===== src/rtl/mem_arbiter.sv =====
// ----------------------------------------------------------------------------
// mem_arbiter
//
// Shares the single core memory port between the instruction-fetch requester
// (port I) and the load/store requester (port D). One access is outstanding
// at a time. Ties are broken round-robin against the last granted port. The
// winning address, write data and byte enables are registered onto the memory
// port, and the strobe is held until the memory reports completion. Read data
// is passed straight back to the winner together with a one-cycle valid pulse.
//
// Ports
//   clk          core clock, rising edge
//   reset_i      synchronous, active-high reset
//   I_addr_i     instruction fetch address
//   I_read_i     instruction read request, held until I_valid_o
//   I_data_o     instruction read data, zero unless I_valid_o
//   I_valid_o    one-cycle completion pulse for port I
//   D_addr_i     data address
//   D_read_i     data read request, held until D_valid_o
//   D_write_i    data write request, held until D_valid_o
//   D_wdata_i    data write data
//   D_be_i       data write byte enables
//   D_rdata_o    data read data, zero unless D_valid_o
//   D_valid_o    one-cycle completion pulse for port D (read or write)
//   MEM_addr_o   registered address of the granted access
//   MEM_read_o   memory read strobe, held for the whole access
//   MEM_write_o  memory write strobe, held for the whole access
//   MEM_wdata_o  registered write data
//   MEM_be_o     registered byte enables (all ones for reads)
//   MEM_data_i   memory read data
//   MEM_valid_i  memory completion
// ----------------------------------------------------------------------------
module mem_arbiter #(
    parameter int BITSIZE = 32
) (
    input  logic               clk,
    input  logic               reset_i,

    input  logic [BITSIZE-1:0] I_addr_i,
    input  logic               I_read_i,
    output logic [31:0]        I_data_o,
    output logic               I_valid_o,

    input  logic [BITSIZE-1:0] D_addr_i,
    input  logic               D_read_i,
    input  logic               D_write_i,
    input  logic [31:0]        D_wdata_i,
    input  logic [3:0]         D_be_i,
    output logic [31:0]        D_rdata_o,
    output logic               D_valid_o,

    output logic [BITSIZE-1:0] MEM_addr_o,
    output logic               MEM_read_o,
    output logic               MEM_write_o,
    output logic [31:0]        MEM_wdata_o,
    output logic [3:0]         MEM_be_o,
    input  logic [31:0]        MEM_data_i,
    input  logic               MEM_valid_i
);

    // ------------------------------------------------------------------------
    // State encoding
    // ------------------------------------------------------------------------
    localparam logic [1:0] ST_IDLE   = 2'd0;
    localparam logic [1:0] ST_BUSY_I = 2'd1;
    localparam logic [1:0] ST_BUSY_D = 2'd2;

    localparam logic GNT_I = 1'b0;
    localparam logic GNT_D = 1'b1;

    // ------------------------------------------------------------------------
    // Registers
    // ------------------------------------------------------------------------
    logic [1:0]         state_q,      state_d;
    logic               last_grant_q, last_grant_d;
    logic [BITSIZE-1:0] mem_addr_q,   mem_addr_d;
    logic               mem_read_q,   mem_read_d;
    logic               mem_write_q,  mem_write_d;
    logic [31:0]        mem_wdata_q,  mem_wdata_d;
    logic [3:0]         mem_be_q,     mem_be_d;

    // ------------------------------------------------------------------------
    // Request vectors and completion
    // ------------------------------------------------------------------------
    logic req_i;
    logic req_d;
    logic done_i;
    logic done_d;
    logic grant_i;
    logic grant_d;

    assign req_i = I_read_i;
    assign req_d = D_read_i | D_write_i;

    // Completion is gated by reset so an access abandoned by reset never
    // reports a valid, even when the memory answers in that same cycle.
    assign done_i = (state_q == ST_BUSY_I) & MEM_valid_i & ~reset_i;
    assign done_d = (state_q == ST_BUSY_D) & MEM_valid_i & ~reset_i;

    // ------------------------------------------------------------------------
    // Grant decision
    //
    // In IDLE both ports compete and the one that did not win last time gets
    // the port. On completion the finishing port's request is ignored for this
    // cycle (it is still held high by protocol), so the other port is granted
    // directly without an IDLE bubble if it is waiting.
    // ------------------------------------------------------------------------
    always_comb begin
        // NOTE: every signal driven here gets a default first so no path
        // leaves it unassigned; without that, synthesis infers a latch.
        grant_i = 1'b0;
        grant_d = 1'b0;
        case (state_q)
            ST_IDLE: begin
                if (req_i && (!req_d || last_grant_q == GNT_D)) begin
                    grant_i = 1'b1;
                end else if (req_d) begin
                    grant_d = 1'b1;
                end
            end
            ST_BUSY_I: begin
                if (done_i && req_d) begin
                    grant_d = 1'b1;
                end
            end
            ST_BUSY_D: begin
                if (done_d && req_i) begin
                    grant_i = 1'b1;
                end
            end
            default: begin
                grant_i = 1'b0;
                grant_d = 1'b0;
            end
        endcase
    end

    // ------------------------------------------------------------------------
    // Next-state and memory-port register logic
    // ------------------------------------------------------------------------
    always_comb begin
        state_d      = state_q;
        last_grant_d = last_grant_q;
        mem_addr_d   = mem_addr_q;
        mem_read_d   = mem_read_q;
        mem_write_d  = mem_write_q;
        mem_wdata_d  = mem_wdata_q;
        mem_be_d     = mem_be_q;

        if (grant_i) begin
            state_d      = ST_BUSY_I;
            last_grant_d = GNT_I;
            mem_addr_d   = I_addr_i;
            mem_read_d   = 1'b1;
            mem_write_d  = 1'b0;
            mem_be_d     = 4'hF;
        end else if (grant_d) begin
            state_d      = ST_BUSY_D;
            last_grant_d = GNT_D;
            mem_addr_d   = D_addr_i;
            mem_read_d   = D_read_i;
            mem_write_d  = D_write_i;
            mem_wdata_d  = D_wdata_i;
            // Reads always fetch the full word.
            mem_be_d     = D_write_i ? D_be_i : 4'hF;
        end else if (done_i || done_d || state_q == ST_IDLE
                     || (state_q != ST_BUSY_I && state_q != ST_BUSY_D)) begin
            // Completed with nobody waiting, sitting idle, or an unused
            // encoding: drop the strobes and rest in IDLE. A granted request
            // that drops early does not reach here, so its access keeps going.
            state_d     = ST_IDLE;
            mem_read_d  = 1'b0;
            mem_write_d = 1'b0;
        end
    end

    // NOTE: sequential state uses non-blocking assignments so every register
    // samples pre-edge values; blocking ones would create order-dependent
    // races between registers updated in the same edge.
    always_ff @(posedge clk) begin
        if (reset_i) begin
            state_q      <= ST_IDLE;
            last_grant_q <= GNT_D;
            mem_addr_q   <= '0;
            mem_read_q   <= 1'b0;
            mem_write_q  <= 1'b0;
            mem_wdata_q  <= '0;
            mem_be_q     <= '0;
        end else begin
            state_q      <= state_d;
            last_grant_q <= last_grant_d;
            mem_addr_q   <= mem_addr_d;
            mem_read_q   <= mem_read_d;
            mem_write_q  <= mem_write_d;
            mem_wdata_q  <= mem_wdata_d;
            mem_be_q     <= mem_be_d;
        end
    end

    // ------------------------------------------------------------------------
    // Outputs
    // ------------------------------------------------------------------------
    assign MEM_addr_o  = mem_addr_q;
    assign MEM_read_o  = mem_read_q;
    assign MEM_write_o = mem_write_q;
    assign MEM_wdata_o = mem_wdata_q;
    assign MEM_be_o    = mem_be_q;

    assign I_valid_o = done_i;
    assign D_valid_o = done_d;

    // Read data is a pass-through, forced to zero outside the valid pulse.
    assign I_data_o  = done_i ? MEM_data_i : 32'h0;
    assign D_rdata_o = done_d ? MEM_data_i : 32'h0;

endmodule


===== config.mk =====
export PLATFORM = sky130hd
export DESIGN_NAME = mem_arbiter
export DESIGN_NICKNAME = d
export VERILOG_FILES = /design/src/rtl/mem_arbiter.sv
export SDC_FILE = /design/constraint.sdc
export NUM_CORES = 1
export LEC_CHECK = 0
export CORE_AREA = 2 2 108 110
export DETAILED_ROUTE_END_ITERATION = 12
export DIE_AREA = 0 0 110 112
export PLACE_DENSITY = 0.83
export SLEW_MARGIN = 20
export SYNTH_ARGS = -nofsm -noshare
export SYNTH_HDL_FRONTEND = slang
export SYNTH_SLANG_ARGS = --single-unit

===== constraint.sdc =====
create_clock -name clk -period 3.33 [get_ports clk]
set_clock_uncertainty 0.2 [all_clocks]
set_input_delay 0.999 -clock clk [delete_from_list [all_inputs] [get_ports clk]]
set_output_delay 0.999 -clock clk [all_outputs]
set_load 0.02 [all_outputs]

After elaboration in Yosys (flattened, before gate mapping) --
Index checks and enable logic that the tools add are counted.
Cells by class: reductions and logical operators 15, multiplexer cells 23, bitwise logic cells 7, equal/unequal tests 4
Operators with widths (count):
- $mux 32 | 4
- $mux 1 | 12
- $mux 4 | 3
- $and 1x1->1 | 4
- $logic_and 1x1->1 | 4
- $logic_or 1x1->1 | 4
- $mux 2 | 2
- $pmux 1 s2 | 2
- $reduce_bool 2->1 | 2
- $reduce_bool 3->1 | 1
- $eq 2x1->1 const B | 1
- $eq 2x2->1 const B | 1
- $logic_not 2->1 | 1
- $ne 2x1->1 const B | 1
- $ne 2x2->1 const B | 1
- $not 1->1 | 2
- $reduce_and 2->1 | 1
- $reduce_or 2->1 | 1
- $logic_not 1->1 | 1
- $or 1x1->1 | 1
Word-level totals: bits in registers 73, bits of input ports 138

Longest topological paths before layout --
word-level depth 9, mapped depth 9, mapped depth without buffers 6

Least setup slack after synthesis --
No wires, ideal clock.
kind input port to output port, from input port MEM_valid_i, to output port D_rdata_o[22], data arrival time 2.064 ns, slack 0.067 ns, cell stages on the path 4, required time 2.131 ns, path buffers 1, path through inv_1 -> nor3b_1 -> clkbuf_1 -> and2_1
Between the ends: longest elaborated chain between the ends 3
Ends and longest elaborated chain:
- start: declaration | line 58 | input logic MEM_valid_i
- $and 1x1->1 (2 in a row) | line 98 | assign done_d = (state_q == ST_BUSY_D) & MEM_valid_i & ~reset_i;
- via D_valid_o | line 50 | output logic D_valid_o,
- $mux 32 | line 214 | assign D_rdata_o = done_d ? MEM_data_i : 32'h0;
- end: declaration | line 49 | output logic [31:0] D_rdata_o,
The timed path passes the listed nets, and every way through them passes these cells.

Worst setup path after layout --
from input port reset_i, to output port I_data_o[18]
Between the ends: longest elaborated chain between the ends 3
Ends and longest elaborated chain:
- start: declaration | line 37 | input logic reset_i,
- $not 1->1 | line 97 | assign done_i = (state_q == ST_BUSY_I) & MEM_valid_i & ~reset_i;
- $and 1x1->1 | line 97
- $mux 32 | line 213 | assign I_data_o = done_i ? MEM_data_i : 32'h0;
- end: declaration | line 41 | output logic [31:0] I_data_o,
Every way passes these cells.

==> metrics.log <==
[metrics] outcome: finished, final reports clean
[metrics] CP Max Fanout: 23
[metrics] Worst EP required: 2.13 ns
[metrics] CTS Hold Bufs: 0
[metrics] Die ar.: 0.0123 mm2
[metrics] proportion of synthesized chip area in sequential cells: 43.4%
[metrics] distinct cell type count of the synthesized netlist: 30
[metrics] DR vias/cell: 4.71
[metrics] most used flip-flop cell after synthesis: sky130_fd_sc_hd__dfxtp_1
[metrics] overall overflow remaining after global route: 0
[metrics] Longest Clk Path Bufs: 2
[metrics] Area growth syn-to-layout: 94.2%
[metrics] Final #Nets: 817
[metrics] number of instances in the synthesized netlist: 409
[metrics] clock tree root driver cell: sky130_fd_sc_hd__clkbuf_16
[metrics] placement row count: 39
[metrics] count of unresolved DRC violations after routing: 0
[metrics] number of H-tree levels: 3
[metrics] number of flip-flops and latches in the synthesized netlist: 73
[metrics] clock tree from TritonCTS: done
[metrics] Post-Synthesis Mean Instance Area: 8.24 um2
[metrics] hold path startpoint: MEM_wdata_o[22]$_SDFFE_PP0P_
[metrics] setup slack, reg-to-reg: 0.95 ns
[metrics] signal arrival time at the worst endpoint: 1.99 ns
[metrics] core area: 0.0112 mm2
[metrics] setup repair after global routing missed its margin: false
[metrics] Detail Placement HPWL: 9.95 mm
[metrics] worst-case hold path end point: MEM_wdata_o[22]$_SDFFE_PP0P_
[metrics] critical path class: input pin to primary output
[metrics] Synth area leaders: sky130_fd_sc_hd__dfxtp_1 (43%), sky130_fd_sc_hd__and2_1 (12%), sky130_fd_sc_hd__o221a_1 (11%), sky130_fd_sc_hd__a21oi_1 (9.7%), sky130_fd_sc_hd__nand2_1 (7.6%)
[metrics] FF/Latch Area: 0.00146 mm2
[metrics] clock-pin slew reported for the worst setup and hold paths after clock tree synthesis: 0.06 ns
[metrics] number of max-slew violations in the final report: 0
[metrics] number of warnings printed during yosys synthesis: 0
[metrics] Placer Congestion: 0.818
[metrics] count leader, synth: sky130_fd_sc_hd__dfxtp_1
[metrics] async set-or-reset flop fraction in the synthesized netlist: 0%
[metrics] number of buffers added on ports: 273
[metrics] fmax: 0.313 GHz
[metrics] post-layout minimum cycle time: 3.19 ns
[metrics] Initial DRT Pass Iterations: 4
[metrics] largest net degree at the start of global routing: 51
[metrics] Crit Reg-Reg Startpoint: state_q[1]$_SDFFE_PP0P_
[metrics] fin crit share: 95.8%
[metrics] total number of vias: 3885
[metrics] top-level port count: 274
[metrics] x dimension of the die: 110 um
[metrics] category of the worst setup path launch point: input pin
[metrics] final setup vio count: 0
[metrics] top cells by count, synth: sky130_fd_sc_hd__dfxtp_1 (73), sky130_fd_sc_hd__nand2_1 (68), sky130_fd_sc_hd__a21oi_1 (65)
[metrics] area occupied by multi-input gates: 0.00163 mm2
[metrics] layout cell share with drive strength beyond 1: 14.8%
[metrics] synthesized net count: 550
[metrics] number of clock sinks seen by CTS: 73
[metrics] EDFF count, synth: 0
[metrics] cell count of the worst reg-to-reg path: 8
[metrics] final routed wirelength across all metal layers: 13.1 mm
[metrics] worst hold-check path type: flop to flop
[metrics] antenna viol nets, final: 0
[metrics] Static Leakage: 0.00271 uW
[metrics] max-cap violations: 0
[metrics] effective utilization at floorplan: 30.1%
[metrics] library cell with the largest summed area after synthesis: sky130_fd_sc_hd__dfxtp_1
[metrics] fill cell total of the finished layout: 990
[metrics] vias in the first global route: 3939
[metrics] WHS: 0.253 ns
[metrics] all-layer global routing usage: 21.1%
[metrics] power density over the cells: 468 mW/mm2
[metrics] RR Endpoint: MEM_addr_o[21]$_SDFFE_PP0P_
[metrics] number of cells traversed by the worst hold path: 2
[metrics] headroom to the max-slew limit: 65.7%
[metrics] antenna violations before repair: 0
[metrics] number of hold violations in the final report: 0
[metrics] antenna diode count: 0
[metrics] per-cell routed wire length: 15.9 um
[metrics] Peak VDD IR: 0.000250 V
[metrics] die outline height: 112 um
[metrics] clock insertion delay at the later pin of the skew report: 0.33 ns
[metrics] transition time of the tightest slew-check pin: 0.514 ns
[metrics] first-pass GRT wire length: 20.0 mm
[metrics] Final Core Density: 58.5%
[metrics] cell area after technology mapping: 0.00337 mm2
[metrics] fraction of synthesized cell area taken by the top area cell type: 43.4%
[metrics] initial drt markers: 279
[metrics] number of buffers added by the clock tree synthesis step: 9
[metrics] CP endpoint kind: primary output
[worst max path at each step]
| stage | slack, ns | end | startpoint |
|---|---|---|---|
| floorplan | 0.07 | D_rdata_o[22] | MEM_valid_i |
| global placement | -0.60 | D_rdata_o[20] | MEM_valid_i |
| detailed placement | -0.66 | D_rdata_o[23] | MEM_valid_i |
| CTS | 0.04 | I_data_o[18] | MEM_valid_i |
| global route | 0.08 | I_data_o[18] | reset_i |
| finish | 0.14 | I_data_o[18] | reset_i |
[registers in the layout (all words and copies together), names as in the netlist]
name,cells
last_grant_q,1
MEM_write_o,1
MEM_wdata_o,32
state_q,2
MEM_read_o,1
MEM_addr_o,32
MEM_be_o,4
[worst max-delay path: stages]
cell,delay (ns)
sky130_fd_sc_hd__buf_2,0.13
sky130_fd_sc_hd__and3b_2,0.29
sky130_fd_sc_hd__buf_12,0.15
sky130_fd_sc_hd__and2_1,0.12
sky130_fd_sc_hd__clkdlybuf4s15_1,0.30
[timing repair]
item / 4_1_cts / 5_1_grt
gates cloned: 1 / 0
hold endpoints to repair: 0 / 0
gates resized for setup: 235 / 8
setup endpoints to repair: 66 / 18
setup buffers: 2 / 0
pin swaps: 1 / 1
[cells by family (layout without fill, tap and decap cells)]
family                     Yosys count  in the layout  synth area share, %
AOI/OAI and AO/OA                  109            109                 23.2
adders and majority gates            3              3                 1.11
DFF                                 73             73                 43.4
buffers and inverters               69            341                 9.14
and+or+nand+nor                    155            155                 23.2
[metrics by stage]
stage	cell area, um2	setup TNS (ns)	std cells	setup slack (ns)	power, uW
global placement	6260	-37.02	805	-0.601	1990
detailed placement	6260	-37.89	805	-0.659	2020
floorplan	3370	0	409	0.0666	1520
CTS	6530	0	824	0.0399	3090
global route	6540	0	824	0.0837	3210
finish	6540	0	824	0.138	3060
[final cells by class]
| class | instances | share of cell area, % |
|---|---|---|
| clock buffers | 9 | 3.44 |
| clock inverters | 7 | 1.53 |
| inverters | 36 | 2.07 |
| multi-input cells | 267 | 25.0 |
| flip-flops and latches | 73 | 22.3 |
| well taps | 143 | 2.73 |
| repair buffers | 289 | 42.9 |
[cell usage in the layout (no fill, tap or decap), drive strengths merged]
| master | count |
|---|---|
| dlygate4sd2 | 1 |
| nor2 | 3 |
| inv | 38 |
| clkdlybuf4s15 | 33 |
| a22oi | 1 |
| o2111a | 1 |
| nor3b | 1 |
| or2 | 3 |
| and3b | 1 |
| a31oi | 1 |
| o21a | 1 |
| o21ai | 2 |
| o2111ai | 1 |
| o221a | 32 |
| a21oi | 65 |
| nand4b | 1 |
| a21boi | 1 |
| nor3 | 13 |
| clkdlybuf4s50 | 205 |
| nand3 | 1 |
| clkbuf | 10 |
| clkinv | 3 |
| o21ba | 1 |
| buf | 49 |
| dfxtp | 73 |
| a221oi | 1 |
| o311a | 1 |
| and2 | 64 |
| a211oi | 1 |
| bufinv | 2 |
| ha | 3 |
| nand2 | 68 |
[power breakdown]
part | total [uW] | switching [uW] | internal, uW
registers | 1050 | 60.7 | 987
clock network | 1060 | 399 | 663
logic | 951 | 472 | 480
[routing by layer]
metal	global-route usage, %	vias to the layer above	part of all wire (%)	routed length (um)
met4	7.26	0	2.1	279
met5	0	-	0	0
li1	-	1915	-	-
met2	40.0	175	52	6870
met1	21.7	1775	37	4900
met3	5.39	20	8.2	1080
No activity file was read; power rests on OpenSTA's default activity.
